===== src/rtl/pipeline_hazard_unit_pkg.sv =====
// Shared types for the pipeline hazard unit: register address width,
// FSM state encoding and the bundled stall/flush control word.
package pipeline_hazard_unit_pkg;

  localparam int REG_ADDR_W = 5;

  typedef logic [REG_ADDR_W-1:0] reg_addr_t;

  typedef enum logic [1:0] {
    ST_RUN      = 2'd0,
    ST_MEM_WAIT = 2'd1,
    ST_REDIRECT = 2'd2,
    ST_ILLEGAL  = 2'd3
  } hz_state_e;

  typedef struct packed {
    logic stall_if;
    logic stall_id;
    logic stall_exe;
    logic stall_mem;
    logic flush_id;
    logic flush_exe;
  } hz_ctrl_t;

endpackage


===== src/rtl/pipeline_hazard_unit_compare.sv =====
// hazard_compare: purely combinational load-use detector. Flags when the
// instruction in EXE is a register-writing load whose destination (non-zero)
// is read by the instruction in ID.
import pipeline_hazard_unit_pkg::*;

module hazard_compare (
  input  reg_addr_t i_rs1_id,
  input  reg_addr_t i_rs2_id,
  input  logic      i_use_rs1,
  input  logic      i_use_rs2,
  input  reg_addr_t i_rd_exe,
  input  logic      i_we_exe,
  input  logic      i_load_exe,
  output logic      loadUse
);

  logic w_is_load;
  logic w_hit1;
  logic w_hit2;

  // x0 is hardwired zero, so a load targeting it never creates a dependency
  assign w_is_load = i_we_exe & i_load_exe & (i_rd_exe != '0);
  assign w_hit1    = i_use_rs1 & (i_rs1_id == i_rd_exe);
  assign w_hit2    = i_use_rs2 & (i_rs2_id == i_rd_exe);
  assign loadUse   = w_is_load & (w_hit1 | w_hit2);

endmodule


===== src/rtl/pipeline_hazard_unit.sv =====
// pipeline_hazard_unit: stall/flush controller for a 5-stage pipeline.
// Priority: memory stall > redirect (branch or pending) > load-use bubble.
// Outputs are Mealy (state + current inputs) and forced to 0 during reset.
// Optional macro HAZARD_PERF_EN adds saturating stallCycles/bubbleCount.
import pipeline_hazard_unit_pkg::*;

module pipeline_hazard_unit (
  input  logic       clk,
  input  logic       rst,
  input  reg_addr_t  rs1_id,
  input  reg_addr_t  rs2_id,
  input  logic       useRs1_id,
  input  logic       useRs2_id,
  input  reg_addr_t  rd_exe,
  input  logic       registerWriteEnable_exe,
  input  logic       regSelect_exe,
  input  logic       branchTaken_exe,
  input  logic       memReq_mem,
  input  logic       dmemReady,
  output logic       stall_if,
  output logic       stall_id,
  output logic       stall_exe,
  output logic       stall_mem,
  output logic       flush_id,
  output logic       flush_exe,
`ifdef HAZARD_PERF_EN
  output logic [31:0] stallCycles,
  output logic [31:0] bubbleCount,
`endif
  output logic [1:0] hazardState
);

  hz_state_e r_state;
  logic      r_pend;

  hz_state_e w_next;
  logic      w_pend_next;
  hz_ctrl_t  w_ctrl;
  hz_ctrl_t  w_out;
  logic      w_mem_stall;
  logic      w_load_use;

  hazard_compare u_cmp (
    .i_rs1_id   (rs1_id),
    .i_rs2_id   (rs2_id),
    .i_use_rs1  (useRs1_id),
    .i_use_rs2  (useRs2_id),
    .i_rd_exe   (rd_exe),
    .i_we_exe   (registerWriteEnable_exe),
    .i_load_exe (regSelect_exe),
    .loadUse    (w_load_use)
  );

  assign w_mem_stall = memReq_mem & ~dmemReady;

  // Next-state and Mealy control decode
  always_comb begin
    w_ctrl      = '0;
    w_next      = ST_RUN;
    w_pend_next = r_pend;
    case (r_state)
      ST_RUN, ST_MEM_WAIT: begin
        if (w_mem_stall) begin
          w_ctrl.stall_if  = 1'b1;
          w_ctrl.stall_id  = 1'b1;
          w_ctrl.stall_exe = 1'b1;
          w_ctrl.stall_mem = 1'b1;
          w_next           = ST_MEM_WAIT;
          // A branch that cannot redirect now is remembered for release
          if (branchTaken_exe) w_pend_next = 1'b1;
        end else if (branchTaken_exe | r_pend) begin
          w_ctrl.flush_id  = 1'b1;
          w_ctrl.flush_exe = 1'b1;
          w_next           = ST_REDIRECT;
          w_pend_next      = 1'b0;
        end else if (w_load_use) begin
          // Hold PC and IF/ID, inject one bubble into ID/EXE
          w_ctrl.stall_if  = 1'b1;
          w_ctrl.stall_id  = 1'b1;
          w_ctrl.flush_exe = 1'b1;
          w_next           = ST_RUN;
        end else begin
          w_next = ST_RUN;
        end
      end
      ST_REDIRECT: begin
        // EXE holds a bubble here: branch and load-use inputs are ignored
        if (w_mem_stall) begin
          w_ctrl.stall_if  = 1'b1;
          w_ctrl.stall_id  = 1'b1;
          w_ctrl.stall_exe = 1'b1;
          w_ctrl.stall_mem = 1'b1;
          w_next           = ST_REDIRECT;
        end else begin
          w_ctrl.flush_id = 1'b1;
          w_next          = ST_RUN;
          w_pend_next     = 1'b0;
        end
      end
      default: begin
        w_next      = ST_RUN;
        w_pend_next = 1'b0;
      end
    endcase
  end

  // Reset overrides every control output, whatever the inputs are doing
  assign w_out       = rst ? w_ctrl : '0;
  assign stall_if    = w_out.stall_if;
  assign stall_id    = w_out.stall_id;
  assign stall_exe   = w_out.stall_exe;
  assign stall_mem   = w_out.stall_mem;
  assign flush_id    = w_out.flush_id;
  assign flush_exe   = w_out.flush_exe;
  assign hazardState = r_state;

  // State and pending-redirect registers
  always_ff @(posedge clk or negedge rst) begin
    if (!rst) begin
      r_state <= ST_RUN;
      r_pend  <= 1'b0;
    end else begin
      r_state <= w_next;
      r_pend  <= w_pend_next;
    end
  end

`ifdef HAZARD_PERF_EN
  logic [31:0] r_stall_cycles;
  logic [31:0] r_bubble_count;

  // Saturating counters of front-end stall cycles and injected EXE bubbles
  always_ff @(posedge clk or negedge rst) begin
    if (!rst) begin
      r_stall_cycles <= '0;
      r_bubble_count <= '0;
    end else begin
      if (w_out.stall_if  && (r_stall_cycles != 32'hFFFF_FFFF)) r_stall_cycles <= r_stall_cycles + 32'd1;
      if (w_out.flush_exe && (r_bubble_count != 32'hFFFF_FFFF)) r_bubble_count <= r_bubble_count + 32'd1;
    end
  end

  assign stallCycles = r_stall_cycles;
  assign bubbleCount = r_bubble_count;
`endif

endmodule

===== config.mk =====
export PLATFORM = sky130hd
export DESIGN_NAME = pipeline_hazard_unit
export DESIGN_NICKNAME = d
export VERILOG_FILES = /design/src/rtl/pipeline_hazard_unit_pkg.sv /design/src/rtl/pipeline_hazard_unit_compare.sv /design/src/rtl/pipeline_hazard_unit.sv
export SDC_FILE = /design/constraint.sdc
export NUM_CORES = 1
export LEC_CHECK = 0
export BUFFER_PORTS_ARGS = -buffer_cell sky130_fd_sc_hd__buf_4
export CORE_AREA = 10 10 47 49
export DETAILED_ROUTE_END_ITERATION = 12
export DIE_AREA = 0 0 57 59
export PLACE_DENSITY = 0.57
export SETUP_SLACK_MARGIN = 0.05
export SLEW_MARGIN = 0
export SYNTH_ARGS = -nofsm -noshare
export SYNTH_HDL_FRONTEND = slang
export SYNTH_HIERARCHICAL = 1
export SYNTH_SLANG_ARGS = --single-unit

===== constraint.sdc =====
create_clock -name clk -period 1.41 [get_ports clk]
set_input_delay 0.141 -clock clk [delete_from_list [all_inputs] [get_ports clk]]
set_output_delay 0.141 -clock clk [all_outputs]
set_load 0.01 [all_outputs]

==> results.cfg, run 1 <==
[outcome]
status = finished, violations left
violated_checks = setup timing

[final_layout]
synthToLayoutAreaGrowth_pct = 113
final_area_sq_um = 749
final_core_utilization_pct = 53.5
finalNetCount = 104
fraction_of_layout_cells_with_a_size_suffix_above_1_pct = 67.1
final_cells = 95
antennaDiodeCount = 0
fillCellCount = 144

[run]
cap_violations = 0

[pwr]
leak_pwr_nw = 0.356
share_of_total_power_consumed_by_net_switching_pct = 30.1
cellPowerDensity_nw_per_um2 = 625
p_int_uw = 328
ir_drop_mv = 0.716
register_share_of_total_power_pct = 23.7
combPwrFrac_pct = 43.1
clkPwrFrac_pct = 33.2
total_switching_power_uw = 141

[setup_path]
timing.critical_path.from_type = input port
worst-setup-path-type = in2out
cp_max_fo = 3
crit_required_ns = 1.27
worst_ep_arrival_time_ns = 1.46
worst_setup_path_end_kind = primary output

[detailed_routing]
drcViolationCount = 0
drt_pre_antenna_iters = 4
dr.first_iter.drc_count = 12
antenna_left = 0
detailroute.via_count = 462
vias_per_cell = 4.86
drt-wirelength-per-cell_microns = 15.2
postRouteWirelength_microns = 1450

[sta]
timing.final.max_slew_violations = 0
final.hold.worst_slack_ns = 0.211
worst_pin_slew_ns = 0.274
achievable_frequency_mhz = 626
setup_violations = 3
fin_ws_ns = -0.187
fin_crit_ns = 1.60
clock_skew_ns = 0.00983
timing.slew.headroom_pct = 81.5
hold_violations = 0
grt_setup_unrepaired = yes
min_period_over_period_pct = 113

[synth]
leading_post_synthesis_cells_by_cell_area = sky130_fd_sc_hd__dfrtp_1, sky130_fd_sc_hd__xor2_1, sky130_fd_sc_hd__nor2b_2
synth.largest_area_cell = sky130_fd_sc_hd__dfrtp_1
synth_async_sr_flop_share_pct = 100
synth_most_common_cell = sky130_fd_sc_hd__xor2_1
number_of_warnings_printed_during_yosys_synthesis = 6
synth.avg_cell_area_sq_um = 9.02
portion_of_the_post_synthesis_area_used_by_sequential_elements_pct = 21.4
mappedNetlistArea_sq_um = 352
number_of_instances_in_the_synthesized_netlist = 39
register_bit_count_reported_by_yosys = 3
synthesis.nets = 63
netlist_top_cells_count = sky130_fd_sc_hd__xor2_1, sky130_fd_sc_hd__dfrtp_1, sky130_fd_sc_hd__nor2_1
synth.top_cell.area_share_pct = 21.4
ys_types = 21
yosys_most_used_dff = sky130_fd_sc_hd__dfrtp_1
synth_edf_count = 0

[cts]
clock_sinks = 3
cts_made_buffers = 3
clk_transition_reported_paths_ns = 0.03
cts-root-buf = sky130_fd_sc_hd__clkbuf_4
clockBufferDepth = 2
clkLatencyLatePin_ns = 0.24
tritoncts = done
clock_tree.htree_level_count = 1

[floorplanning]
chipWidth_microns = 57
floorplan.core_area_sq_um = 1400
floorplan.die_area_sq_um = 3360
top_level_ports = 32
rows = 14
initial_core_util_pct = 25.1
die_height_microns = 59

[global_routing]
grt.total_usage_pct = 8.57
antenna_violations_before_repair = 0
wire_length_of_the_first_global_routing_pass_microns = 2260
first_global_vias = 500
grt-ovfl-total = 0
maximum_number_of_pins_on_one_net_before_global_route_repair = 10

[placement]
placed_area_sq_um = 621
port_buffers = 31
finalWeightedCongestion = 0.820
placedCellCount = 88
detailed_place_hpwl_microns = 1200

[min_path]
class_of_the_most_critical_hold_timing_path = in2reg
## placed cells by master, fill, tap and decap left out
| cell type | instances |
|---|---|
| sky130_fd_sc_hd__a21oi_2 | 1 |
| sky130_fd_sc_hd__xor2_2 | 1 |
| sky130_fd_sc_hd__nor2b_2 | 2 |
| sky130_fd_sc_hd__buf_4 | 29 |
| sky130_fd_sc_hd__a21oi_1 | 1 |
| sky130_fd_sc_hd__o21bai_1 | 1 |
| sky130_fd_sc_hd__o31ai_1 | 1 |
| sky130_fd_sc_hd__nand2b_1 | 2 |
| sky130_fd_sc_hd__a32o_2 | 1 |
| sky130_fd_sc_hd__dlygate4sd3_1 | 1 |
| sky130_fd_sc_hd__nor4_2 | 1 |
| sky130_fd_sc_hd__buf_6 | 6 |
| sky130_fd_sc_hd__o311a_4 | 1 |
| sky130_fd_sc_hd__nand3_1 | 2 |
| sky130_fd_sc_hd__dfrtp_1 | 2 |
| sky130_fd_sc_hd__dfrtp_2 | 1 |
| sky130_fd_sc_hd__xor2_1 | 7 |
| sky130_fd_sc_hd__nand4bb_1 | 1 |
| sky130_fd_sc_hd__clkbuf_1 | 1 |
| sky130_fd_sc_hd__clkbuf_4 | 3 |
| sky130_fd_sc_hd__nor2_1 | 2 |
| sky130_fd_sc_hd__a21boi_1 | 1 |
| sky130_fd_sc_hd__a21bo_1 | 1 |
| sky130_fd_sc_hd__nor3_2 | 2 |
| sky130_fd_sc_hd__buf_8 | 2 |
| sky130_fd_sc_hd__o211ai_2 | 1 |
| sky130_fd_sc_hd__xnor2_1 | 2 |
| sky130_fd_sc_hd__or4_4 | 1 |
| sky130_fd_sc_hd__nor2_2 | 1 |
| sky130_fd_sc_hd__nor4_1 | 1 |
## per-stage QoR
| step | total power, mW | setup WS (ns) | TNS [ns] |
|---|---|---|---|
| 5_1_grt | 0.505 | -0.233 | -0.690 |
| 6_report | 0.469 | -0.187 | -0.449 |
| 3_5_place_dp | 0.278 | -0.217 | -0.596 |
| 4_1_cts | 0.458 | -0.172 | -0.515 |
| 3_3_place_gp | 0.275 | -0.215 | -0.599 |
| 2_1_floorplan | 0.175 | -0.00571 | -0.00571 |
## path summary, 6_finish.rpt
path / start / to / slack [ns] / cells after the start
setup reg to reg: hazardState[1] / hazardState[1] / 0.42 / 2
hold reg to reg: hazardState[1] / hazardState[0] / 0.55 / 1
min in group asynchronous: rst / hazardState[0] / 0.27 / 2
max in group asynchronous: rst / hazardState[1] / 0.96 / 2
setup / recovery: rd_exe[4] / flush_exe / -0.19 / 6
hold / removal: memReq_mem / hazardState[1] / 0.21 / 3
## flip-flops by register name, summed over array words and instances, names as in the netlist
signal       count
r_pend           1
hazardState      2
## critical path: stages
cell and delay [ns]:
sky130_fd_sc_hd__buf_8 0.10, sky130_fd_sc_hd__or4_4 0.52, sky130_fd_sc_hd__o211ai_2 0.16, sky130_fd_sc_hd__a21oi_2 0.06
sky130_fd_sc_hd__o311a_4 0.35, sky130_fd_sc_hd__buf_6 0.12
## per-layer routing
metal  global-route usage, %  vias up  wire [microns]
li1                        -      223               -
met1                    7.63      218             483
met2                    16.3       19             832
met3                    4.29        2             111
met4                    3.02        0              19
met5                       0        -               0
## logic make-up (layout without fill, tap and decap cells)
family          count (synthesis)  count (layout)  share of synthesized area, %
buf+inv                         2              42                          4.27
flops                           3               3                          21.4
xor+xnor                       10              10                          24.9
simple gates                   15              15                          27.8
compound gates                  9               9                          21.7
## area by class of cell
type                       instances  area [sq um]  area share, %
sequential                         3          76.3           10.2
tap                               16          20.0           2.67
clock buffer                       4          26.3           3.51
multi-input combinational         34           302           40.2
timing repair buffer              38           325           43.4
## power by group through the flow
| stage | Combinational, mW | Clock, mW | Sequential [mW] |
|---|---|---|---|
| floorplan | 0.0652 | 0 | 0.110 |
| global placement | 0.165 | 0 | 0.110 |
| detailed placement | 0.168 | 0 | 0.110 |
| CTS | 0.184 | 0.164 | 0.110 |
| global route | 0.221 | 0.173 | 0.112 |
| finish | 0.202 | 0.156 | 0.111 |
## repair_timing
| item | in CTS | in global routing |
|---|---|---|
| cloned | 0 | 0 |
| buffers inserted | 0 | 2 |
| setup endpoints to repair | 4 | 6 |
| pin swaps | 9 | 7 |
| resized for setup | 12 | 6 |
| hold endpoints to repair | 3 | 0 |
| hold buffers | 1 | 0 |
Power figures use the tool's default switching activity.
==> run 2: changes to the inputs <==
Settings changed: ABC_AREA set to 1, CORE_AREA 10 10 47 49 to not set, CORE_MARGIN set to 10, CORE_UTILIZATION set to 31, DIE_AREA 0 0 57 59 to not set, PLACE_DENSITY 0.57 to 0.61.
==> run 2 against run 1 <==
The run now ends clean. Sequential share of layout area down 0.57 points. Largest power group unchanged. Die area about the same. Cell area grew 4.2%. Sequential cell count unchanged. Final cell count grew 47%. Via count grew 25%. Global-route usage fell by 0.33 points.
==> results.cfg, run 2 <==
[outcome]
status = complete, no violations

[detailed_routing]
detailroute.wirelength.met2_microns = 685
drt_pre_antenna_iters = 4
drt-wirelength-per-cell_microns = 9.95
drcViolationCount = 0
antenna_left = 0
wl_met3_microns = 84
dr.first_iter.drc_count = 9
vias_per_cell = 4.11
highest_layer = met3
detailroute.via_count = 576
met1Wirelength_microns = 623
postRouteWirelength_microns = 1390

[floorplanning]
floorplan.die_area_sq_um = 3370
chipWidth_microns = 58.0
floorplan.core_area_sq_um = 1330
initial_core_util_pct = 33.6
die_height_microns = 58.0
top_level_ports = 32
rows = 13

[final_layout]
fillCellCount = 140
fraction_of_layout_cells_with_a_size_suffix_above_1_pct = 48.8
largest_reg_flops = 2
layout.area.seq_sq_um = 75.1
synthToLayoutAreaGrowth_pct = 74.3
final_common_cell = sky130_fd_sc_hd__nand2_1
final_cells = 140
layout_common_cells = sky130_fd_sc_hd__nand2_1, sky130_fd_sc_hd__buf_4, sky130_fd_sc_hd__inv_1
antennaDiodeCount = 0
finalNetCount = 150
multiInputGateArea_sq_um = 312

[placement]
dpl_worst_slack_ns = -0.0105
port_buffers = 31
finalWeightedCongestion = 0.729
detailed_place_hpwl_microns = 1200
placedCellCount = 134

[setup_path]
worst_setup_path_end_kind = primary output
worst-setup-path-type = in2out
cp_max_fo = 5
r2r_cells = 5
worst_ep_arrival_time_ns = 1.17
crit_required_ns = 1.27
timing.critical_path.from_type = input port

[cts]
clockBufferDepth = 2
clkLatencyLatePin_ns = 0.23
cts_made_buffers = 3
tritoncts = done
clk_transition_reported_paths_ns = 0.03
clock_tree.htree_level_count = 1
cts-root-buf = sky130_fd_sc_hd__clkbuf_4
clock_sinks = 3

[synth]
yosys_most_used_dff = sky130_fd_sc_hd__dfrtp_1
mappedNetlistArea_sq_um = 448
synth.largest_area_cell = sky130_fd_sc_hd__nand2_1
netlist_top_cells_count = sky130_fd_sc_hd__nand2_1, sky130_fd_sc_hd__inv_1, sky130_fd_sc_hd__nor2_1
number_of_warnings_printed_during_yosys_synthesis = 6
leading_post_synthesis_cells_by_cell_area = sky130_fd_sc_hd__nand2_1, sky130_fd_sc_hd__dfrtp_1, sky130_fd_sc_hd__inv_1
synth.avg_cell_area_sq_um = 4.98
synth_async_sr_flop_share_pct = 100
register_bit_count_reported_by_yosys = 3
ys_types = 14
synth_edf_count = 0
number_of_instances_in_the_synthesized_netlist = 90
synth.top_cell.area_share_pct = 28.5
portion_of_the_post_synthesis_area_used_by_sequential_elements_pct = 16.8
synthesis.nets = 114
synth_most_common_cell = sky130_fd_sc_hd__nand2_1

[sta]
worst_pin_slew_ns = 0.152
fin_crit_ns = 1.31
min_period_over_period_pct = 92.7
final.hold.worst_slack_ns = 0.222
timing.slew.headroom_pct = 89.8
setup_tns_ns = 0
fin_ws_ns = 0.103
achievable_frequency_mhz = 765
setup_violations = 0
hold_violations = 0
grt_setup_unrepaired = yes
clock_skew_ns = 0.00189
timing.final.max_slew_violations = 0

[min_path]
class_of_the_most_critical_hold_timing_path = in2reg
worst_hold_path.num_cells = 4

[pwr]
leak_pwr_nw = 0.467
cellPowerDensity_nw_per_um2 = 629
ir_drop_mv = 0.479

[global_routing]
grt-ovfl-total = 0
grt.total_usage_pct = 8.24
maximum_number_of_pins_on_one_net_before_global_route_repair = 8
antenna_violations_before_repair = 0
first_global_vias = 589
wire_length_of_the_first_global_routing_pass_microns = 2340

[run]
cap_violations = 0
run 2: cell count changes in the layout (fill, tap and decap cells not counted), moves of 6 or more:
cell,change
sky130_fd_sc_hd__inv_1,+12
sky130_fd_sc_hd__inv_2,+7
sky130_fd_sc_hd__nor2_1,+8
sky130_fd_sc_hd__nand2_1,+30
sky130_fd_sc_hd__xor2_1,-7
sky130_fd_sc_hd__nand2_2,+6
run 2: power breakdown:
| part | switching, mW | total [mW] | internal, mW |
|---|---|---|---|
| Combinational | 0.119 | 0.238 | 0.119 |
| Clock | 0.0389 | 0.145 | 0.106 |
| Sequential | 0.0104 | 0.109 | 0.0981 |
run 2: final timing paths:
| check | startpoint | slack [ns] | endpoint |
|---|---|---|---|
| worst max-delay path | rst | 0.10 | stall_mem |
| worst max register to register | hazardState[1] | 0.57 | r_pend |
| min in group asynchronous | rst | 0.25 | hazardState[1] |
| worst min-delay path | dmemReady | 0.22 | hazardState[0] |
| max in group asynchronous | rst | 1.06 | hazardState[0] |
| worst min register to register | r_pend | 0.51 | r_pend |
run 2: routing by layer:
metal,track usage (%),up-vias
met1,9.73,230
met5,0,-
met3,2.40,0
met2,13.7,13
li1,-,333
met4,3.02,0
run 2: worst max-delay path, cell delays in order:
cell                            delay (ns)
sky130_fd_sc_hd__dlygate4sd3_1        0.54
sky130_fd_sc_hd__buf_4                0.16
sky130_fd_sc_hd__inv_1                0.11
sky130_fd_sc_hd__nor2_1               0.08
sky130_fd_sc_hd__buf_4                0.14
run 2: cell type report:
cell class | instances | area share [%]
Sequential cell | 3 | 9.62
Multi-Input combinational cell | 64 | 39.9
Timing Repair Buffer | 33 | 34.0
Tap cell | 15 | 2.40
Clock buffer | 4 | 3.37
Inverter | 21 | 10.7
run 2: kinds of logic after synthesis:
| logic type | share of synthesized area, % |
|---|---|
| simple gates | 54.7 |
| buf+inv | 20.9 |
| compound gates | 7.54 |
| flops | 16.8 |
run 2: timing repair:
action                                  in CTS  in global routing
hold buffers                                 1                  0
setup buffers                                0                  1
endpoints found under the setup margin       2                  4
endpoints found under the hold margin        3                  0
gates resized for setup                      2                 18
pin swaps                                    0                 10
run 2: through the flow:
stage               total power, mW  instance area (sq um)  utilization [%]
floorplan                     0.216                    448                -
global placement              0.319                    684             51.3
detailed placement            0.319                    684             51.3
CTS                           0.475                    728             54.6
global route                  0.535                    781             58.5
finish                        0.491                    781             58.5
